$ cat config.mk
export PLATFORM = sky130hd
export DESIGN_NAME = phase_sequencer_flat
export DESIGN_NICKNAME = d
export VERILOG_FILES = /design/src/rtl/phase_sequencer_if.sv /design/src/rtl/phase_sequencer.sv /design/src/flat_wrapper.sv
export SDC_FILE = /design/constraint.sdc
export NUM_CORES = 1
export LEC_CHECK = 0
export ABC_AREA = 0
export CORE_MARGIN = 2
export CORE_UTILIZATION = 45
export CTS_BUF_LIST = sky130_fd_sc_hd__clkbuf_16
export CTS_CLUSTER_DIAMETER = 30
export DETAILED_ROUTE_END_ITERATION = 8
export PLACE_DENSITY = 0.87
export SYNTH_ARGS = -nofsm -noshare
export SYNTH_HDL_FRONTEND = slang
export SYNTH_SLANG_ARGS = --single-unit
$ cat constraint.sdc
create_clock -name clk_i -period 2.7 [get_ports clk_i]
set_clock_uncertainty 0.05 [all_clocks]
set_input_delay 0.54 -clock clk_i [delete_from_list [all_inputs] [get_ports clk_i]]
set_output_delay 0.54 -clock clk_i [all_outputs]
set_load 0.01 [all_outputs]
$ cat src/rtl/phase_sequencer_if.sv
// Handshake bundle between phase_sequencer and the game sub-blocks it drives.
// master = sequencer side, slave = stage/pad-ring side.
interface phase_sequencer_if #(
  parameter int NSTAGE = 3,
  parameter int FCNT_W = 8
);
  logic              run_i;
  logic              restart_i;
  logic [NSTAGE-1:0] stage_done_i;
  logic [NSTAGE-1:0] stage_en_o;
  logic [2:0]        cur_stage_o;
  logic              frame_tick_o;
  logic [FCNT_W-1:0] frame_cnt_o;
  logic              busy_o;
  logic              timeout_o;

  modport master (
    input  run_i, restart_i, stage_done_i,
    output stage_en_o, cur_stage_o, frame_tick_o, frame_cnt_o, busy_o, timeout_o
  );

  modport slave (
    output run_i, restart_i, stage_done_i,
    input  stage_en_o, cur_stage_o, frame_tick_o, frame_cnt_o, busy_o, timeout_o
  );
endinterface

$ cat src/rtl/phase_sequencer.sv
// Round-robin stage sequencer with one-cycle idle gap, frame counter and pause at frame boundaries.
// Optional per-stage watchdog is built when PHASE_SEQUENCER_WATCHDOG_EN is defined.
module phase_sequencer #(
  parameter int NSTAGE  = 3,
  parameter int FCNT_W  = 8,
  parameter int TO_W    = 16,
  parameter int TIMEOUT = 1000
) (
  input logic               clk_i,
  input logic               rst_i,
  phase_sequencer_if.master bus
);

  typedef enum logic [1:0] {IDLE, RUN, GAP} state_t;

  localparam logic [2:0] LAST_STAGE = 3'(NSTAGE - 1);

  if (NSTAGE < 2 || NSTAGE > 8 || TIMEOUT < 1 || TIMEOUT > (2 ** TO_W) - 1) begin : g_bad_params
    $error("phase_sequencer: illegal NSTAGE/TIMEOUT/TO_W combination");
  end

  state_t            state_q, state_d;
  logic [2:0]        stage_q, stage_d;
  logic [FCNT_W-1:0] frame_cnt_q;
  logic              frame_tick_q;
  logic              busy_q;
  logic [NSTAGE-1:0] stage_mask;
  logic              done_active;
  logic              expire;
  logic              advance;

  assign stage_mask  = NSTAGE'(1) << stage_q;
  assign done_active = |(bus.stage_done_i & stage_mask);
  assign advance     = done_active | expire;

`ifdef PHASE_SEQUENCER_WATCHDOG_EN
  logic [TO_W-1:0] wd_q;
  logic            timeout_q;

  // A done on the expiry edge wins, so the flag only records genuine stalls.
  assign expire = (state_q == RUN) && (wd_q == TO_W'(TIMEOUT - 1)) && !done_active;

  always_ff @(posedge clk_i or posedge rst_i) begin
    if (rst_i) begin
      wd_q      <= '0;
      timeout_q <= 1'b0;
    end else begin
      if (bus.restart_i || state_q != RUN || advance) wd_q <= '0;
      else                                            wd_q <= wd_q + 1'b1;
      if (bus.restart_i)  timeout_q <= 1'b0;
      else if (expire)    timeout_q <= 1'b1;
    end
  end

  assign bus.timeout_o = timeout_q;
`else
  assign expire        = 1'b0;
  assign bus.timeout_o = 1'b0;
`endif

  always_ff @(posedge clk_i or posedge rst_i) begin
    if (rst_i) begin
      state_q      <= IDLE;
      stage_q      <= '0;
      frame_cnt_q  <= '0;
      frame_tick_q <= 1'b0;
      busy_q       <= 1'b0;
    end else begin
      state_q      <= state_d;
      stage_q      <= stage_d;
      busy_q       <= (state_d != IDLE);
      frame_tick_q <= (state_d == GAP) && (stage_d == LAST_STAGE);
      if (!bus.restart_i && state_q == GAP && stage_q == LAST_STAGE)
        frame_cnt_q <= frame_cnt_q + 1'b1;
    end
  end

  // Restart overrides everything; run_i only matters in IDLE and at the frame boundary.
  always_comb begin
    state_d = state_q;
    stage_d = stage_q;
    if (bus.restart_i) begin
      state_d = IDLE;
      stage_d = '0;
    end else begin
      case (state_q)
        IDLE: begin
          if (bus.run_i) begin
            state_d = RUN;
            stage_d = '0;
          end
        end
        RUN: begin
          if (advance) state_d = GAP;
        end
        GAP: begin
          if (stage_q != LAST_STAGE) begin
            state_d = RUN;
            stage_d = stage_q + 3'd1;
          end else if (bus.run_i) begin
            state_d = RUN;
            stage_d = '0;
          end else begin
            state_d = IDLE;
          end
        end
        default: begin
          state_d = IDLE;
          stage_d = '0;
        end
      endcase
    end
  end

  always_comb begin
    bus.stage_en_o   = '0;
    if (state_q == RUN) bus.stage_en_o = stage_mask;
    bus.cur_stage_o  = stage_q;
    bus.frame_tick_o = frame_tick_q;
    bus.frame_cnt_o  = frame_cnt_q;
    bus.busy_o       = busy_q;
  end

endmodule

$ cat src/flat_wrapper.sv
// flat-port wrapper written by rule: the top's interface ports become plain ports
module phase_sequencer_flat 
#(
  parameter int NSTAGE  = 3,
  parameter int FCNT_W  = 8,
  parameter int TO_W    = 16,
  parameter int TIMEOUT = 1000
)
  (clk_i, rst_i, bus_run_i, bus_restart_i, bus_stage_done_i, bus_stage_en_o, bus_cur_stage_o, bus_frame_tick_o, bus_frame_cnt_o, bus_busy_o, bus_timeout_o);
  phase_sequencer_if #(.NSTAGE(NSTAGE), .FCNT_W(FCNT_W)) bus_i ();
  input logic clk_i;
  input logic rst_i;
  input wire logic [$bits(bus_i.run_i)-1:0] bus_run_i;
  input wire logic [$bits(bus_i.restart_i)-1:0] bus_restart_i;
  input wire logic [$bits(bus_i.stage_done_i)-1:0] bus_stage_done_i;
  output wire logic [$bits(bus_i.stage_en_o)-1:0] bus_stage_en_o;
  output wire logic [$bits(bus_i.cur_stage_o)-1:0] bus_cur_stage_o;
  output wire logic [$bits(bus_i.frame_tick_o)-1:0] bus_frame_tick_o;
  output wire logic [$bits(bus_i.frame_cnt_o)-1:0] bus_frame_cnt_o;
  output wire logic [$bits(bus_i.busy_o)-1:0] bus_busy_o;
  output wire logic [$bits(bus_i.timeout_o)-1:0] bus_timeout_o;
  assign bus_i.run_i = bus_run_i;
  assign bus_i.restart_i = bus_restart_i;
  assign bus_i.stage_done_i = bus_stage_done_i;
  assign bus_stage_en_o = bus_i.stage_en_o;
  assign bus_cur_stage_o = bus_i.cur_stage_o;
  assign bus_frame_tick_o = bus_i.frame_tick_o;
  assign bus_frame_cnt_o = bus_i.frame_cnt_o;
  assign bus_busy_o = bus_i.busy_o;
  assign bus_timeout_o = bus_i.timeout_o;
  phase_sequencer #(.NSTAGE(NSTAGE), .FCNT_W(FCNT_W), .TO_W(TO_W), .TIMEOUT(TIMEOUT)) u_core (.clk_i(clk_i), .rst_i(rst_i), .bus(bus_i));
endmodule
### Word-level counts from Yosys, hierarchy flattened

Cells that the tools add are included.

* register bits: 15
* bits of input ports: 7
* output and inout port bits: 17
* word-level logic and storage cells: 33

* add/subtract/negate cells: 2
* equality and inequality tests: 6
* shift operators: 1
* muxes and demuxes: 11
* bitwise operators: 1
* reduce and logical (&&, ||, !) cells: 7

Operator list (number)
* 3-bit two-way mux: 4
* 3-bit one-hot mux with 3 select lines: 1
* 8-bit by 1-bit adder with 8-bit output, second input constant: 1
* 2-bit two-way mux: 4
* 3-bit by 2-bit equality test with 1-bit output, second input constant: 2
* 2-bit one-hot mux with 3 select lines: 1
* 2-bit equality test, second input constant: 2
* 3-bit by 1-bit adder with 3-bit output, second input constant: 1
* 3-bit bitwise AND: 1
* 1-bit logical AND: 3
* 3-bit by 2-bit != test with 1-bit output, second input constant: 1
* 3-bit OR reduction: 1
* 1-bit by 3-bit << shifter with 3-bit output, first input constant: 1
* 2-bit by 1-bit equality test with 1-bit output, second input constant: 1
* 2-bit zero test: 1
* 2-bit nonzero test: 1
* 1-bit zero test: 1
* 1-bit two-way mux: 1

### Depth between registers and ports, before layout

* depth in word-level cells: 8
* mapped depth: 6
* mapped depth without buffers: 6

### Least setup slack after synthesis

OpenSTA, ideal clock, no wires.

* path type: reg2out
* from: register u_core.stage_q[0] (netlist: u_core.bus.cur_stage_o[0])
* to: output port bus_stage_en_o[2]
* arrival: 1064 ps
* required time: 2110 ps
* setup slack: 1046 ps
* cell stages (with the launch flop): 5
* path buffers: 0
* cells stage by stage: dfrtp_1 inv_1 ha_1 nand2b_4 nor2_1

* word-level cells in the longest chain between the ends: 2

Ends and longest elaborated chain
* from (decl): line phase_sequencer.sv:23 `logic [2:0] stage_q, stage_d;`
* from (signal assigned): line phase_sequencer.sv:70 `stage_q <= stage_d;`
* 1-bit by 3-bit << shifter with 3-bit output: line phase_sequencer.sv:32 `assign stage_mask = NSTAGE'(1) << stage_q;`
* 3-bit two-way mux: line phase_sequencer.sv:117 `if (state_q == RUN) bus.stage_en_o = stage_mask;`
* to (decl): line flat_wrapper.sv:16 `output wire logic [$bits(bus_i.stage_en_o)-1:0] bus_stage_en_o;`

Every way passes these cells.

### Worst setup path after layout

Ends and elaborated chain as after synthesis.

==> metrics.yaml <==
global_routing:
  first_pass_grt_wire_length_um: 2594
  antenna_violations_before_repair: 0
  via_count_of_the_first_global_routing_pass: 590
  pin_count_of_the_biggest_net_entering_global_routing: 16
  global_route.usage.total_pct: 16.77
  grt.overflow.total: 0
clocking:
  cts.root.buffer_cell: "clkbuf_16"
  clock_tree.htree_level_count: 1
  clock_tree.buffer_depth: 2
  ctsResizeCount: 0
  cts.clk_slew.worst_paths_ps: 50
  clock_sink_count: 15
  clk-insertion-delay-late_ps: 240
  cts_tree: "done"
  postCtsSetupBuffers: 0
  cts_inserted_buffers: 3
  cts_hold_buffers: 0
place:
  number_of_placed_cells_counting_well_taps: 117
  post_dp_cell_area_um2: 1061
  hpwlAfterDp_um: 1248
  globalplace.congestion: 0.8466
  io_buffer_count: 22
job:
  drv_cap: 0
worst_setup_path:
  worst-endpoint-required_ps: 2110
  worst-setup-path-type: "reg2out"
  worstSetupStartpointType: "flip-flop"
  cp.arrival_ps: 1800
  cp_num_buf_inv: 2
  worst_path_max_delay_cell: "clkdlybuf4s50_1"
  path_delay_family: "buffers and inverters"
  crit_path_max_fanout: 7
  crit_path_cell_trace: "inv_1 -> ha_1 -> nand2b_4 -> nor2_1 -> clkdlybuf4s50_1"
  critical_path.max_stage_delay_ps: 540
  worst_setup_path_end_kind: "output pin"
finish:
  most_common_cell_after_layout_fill_and_taps_aside: "clkdlybuf4s50_1"
  filler_cell_count: 157
  post_layout_nonfiller_instances: 121
  nets: 109
  antenna_cells_inserted: 0
  area_delta_synth_final_pct: 37.97
  most_frequent_cells_in_the_layout: "22 x clkdlybuf4s50_1, 15 x dfrtp_1, 6 x xnor2_1"
  drive_gt1_share_pct: 13.54
  design_area_um2: 1141
yosys:
  count_of_state_elements_after_synthesis: 15
  postSynthNetCount: 85
  share_of_synthesized_area_occupied_by_flip_flops_and_latches_pct: 45.39
  post-synth-top-area-fraction_pct: 45.39
  syn-cell-area_um2: 827.0
  synth-main-ff-cell: "dfrtp_1"
  largest_cells_by_area_after_synthesis: "dfrtp_1 45%, ha_1 7.6%, xnor2_1 6.4%, nand2b_4 3.3%, mux2_2 2.7%"
  yosysUniqueCellTypes: 31
  number_of_synthesized_flops_with_an_enable_pin: 0
  ys_async_sr_fraction_pct: 100.0
  yosysWarningCount: 0
  mapped_avg_cell_area_um2: 11.33
  synth_top_area_cell: "dfrtp_1"
  netlist_instances: 73
timing:
  grt_setup_unrepaired: "no"
  slew_violations: 0
  max_fclk_ghz: 0.4192
  finalWorstPathRequiredPeriod_ps: 2386
  setup-violations-final: 0
  timing.setup.tns_ps: 0
  finalCritPeriodShare_pct: 88.36
  worst-slew-pin-transition_ps: 544.7
  slew_headroom_pct: 63.64
  timing_hold_violations_final: 0
run_status:
  status: "complete, no violations"
die:
  die_h_um: 46.87
  die_area_um2: 2197
  placement_rows: 15
  core-area_um2: 1727
  design.portCount: 24
  die_width_um: 46.87
  initial_utilization_pct: 47.90
pwr:
  power-per-cell-area_nw_per_um2: 491.6
  max-vdd-ir-drop_v: 0.0003164
  standby_leakage_power_nw: 0.4809
route:
  detail_route.iter0.violations: 3
  first_pass_iters: 4
  final_antenna_net_count: 0
  vias_per_cell: 5.140
  drcViolationCount: 0
  finalWirelength_um: 1568
  vias: 622
  post_drt_wl_per_cell_um: 12.96
min_path:
  worstHoldPathType: "reg2reg"
-- cells by family after synthesis --
family | after synthesis | synth area share [%]
simple gates | 28 | 24.66
flops | 15 | 45.39
compound gates | 9 | 8.321
xor+xnor | 7 | 7.413
buf+inv | 6 | 3.480
fa+ha+maj | 5 | 7.564
mux | 2 | 2.723
other cells | 1 | 0.4534
-- power breakdown --
part / total [mW] / switching (mW) / internal, mW
Combinational: 0.0469 / 0.0226 / 0.0243
Clock: 0.279 / 0.0822 / 0.197
Sequential: 0.235 / 0.00508 / 0.230
-- final timing paths --
check | start | to | slack, ps | cells after the start
max | u_core.bus.cur_stage_o[0]$_DFF_PP0_ | bus_stage_en_o[2] | 310 | 5
min | u_core.bus.frame_cnt_o[7]$_DFFE_PP0P_ | u_core.bus.frame_cnt_o[7]$_DFFE_PP0P_ | 430 | 1
max reg2reg | u_core.bus.cur_stage_o[0]$_DFF_PP0_ | u_core.bus.frame_cnt_o[1]$_DFFE_PP0P_ | 1030 | 5
min reg2reg | u_core.bus.frame_cnt_o[7]$_DFFE_PP0P_ | u_core.bus.frame_cnt_o[7]$_DFFE_PP0P_ | 430 | 1
max in group asynchronous | rst_i | u_core.bus.frame_cnt_o[5]$_DFFE_PP0P_ | 1640 | 2
min in group asynchronous | rst_i | u_core.bus.frame_cnt_o[3]$_DFFE_PP0P_ | 600 | 2
-- registers in the layout (all words and copies together), names as in the netlist --
signal and flops:
u_core.bus.busy_o 1, u_core.bus.cur_stage_o 3, u_core.bus.frame_cnt_o 8, u_core.bus.frame_tick_o 1, u_core.state_q 2
-- synthesized netlist by cell type, types with 3 or more instances --
library cell	instances
dfrtp_1	15
a21oi_1	4
nand2_1	3
ha_1	5
nor2_1	5
inv_1	3
xnor2_1	6
nor3b_1	3
-- metal layers --
layer  global-route usage (%)  share of wire [%]  wire length, um  vias up
met1                    19.81                 40              635      298
met3                    3.462                6.0               94        2
met4                    6.111               0.77               12        0
met2                    29.86                 53              826       21
li1                         -                  -                -      301
met5                        0                  0                0        -
-- cell type report --
type                       count  area (um^2)  share of cell area, %
multi-input combinational     52        422.9                  37.06
sequential                    15        375.4                  32.89
timing repair buffer          22        220.2                  19.30
clock buffer                   3        75.07                  6.579
tap                           25        31.28                  2.741
inverter                       3        11.26                 0.9868
clock inverter                 1        5.005                 0.4386
-- through the flow --
stage / util (%) / total power, mW / setup slack (ps) / hold slack [ps]
after global routing: 66.09 / 0.5840 / 209.9 / 458.4
after CTS: 66.09 / 0.5676 / 304.1 / 438.1
after global placement: 61.45 / 0.2841 / 601.8 / 411.4
final: 66.09 / 0.5609 / 314.4 / 427.9
after detailed placement: 61.45 / 0.2853 / 562.8 / 429.7
after floorplan: - / 0.2644 / 1046 / 391.5
No activity file was read; power rests on OpenSTA's default activity.
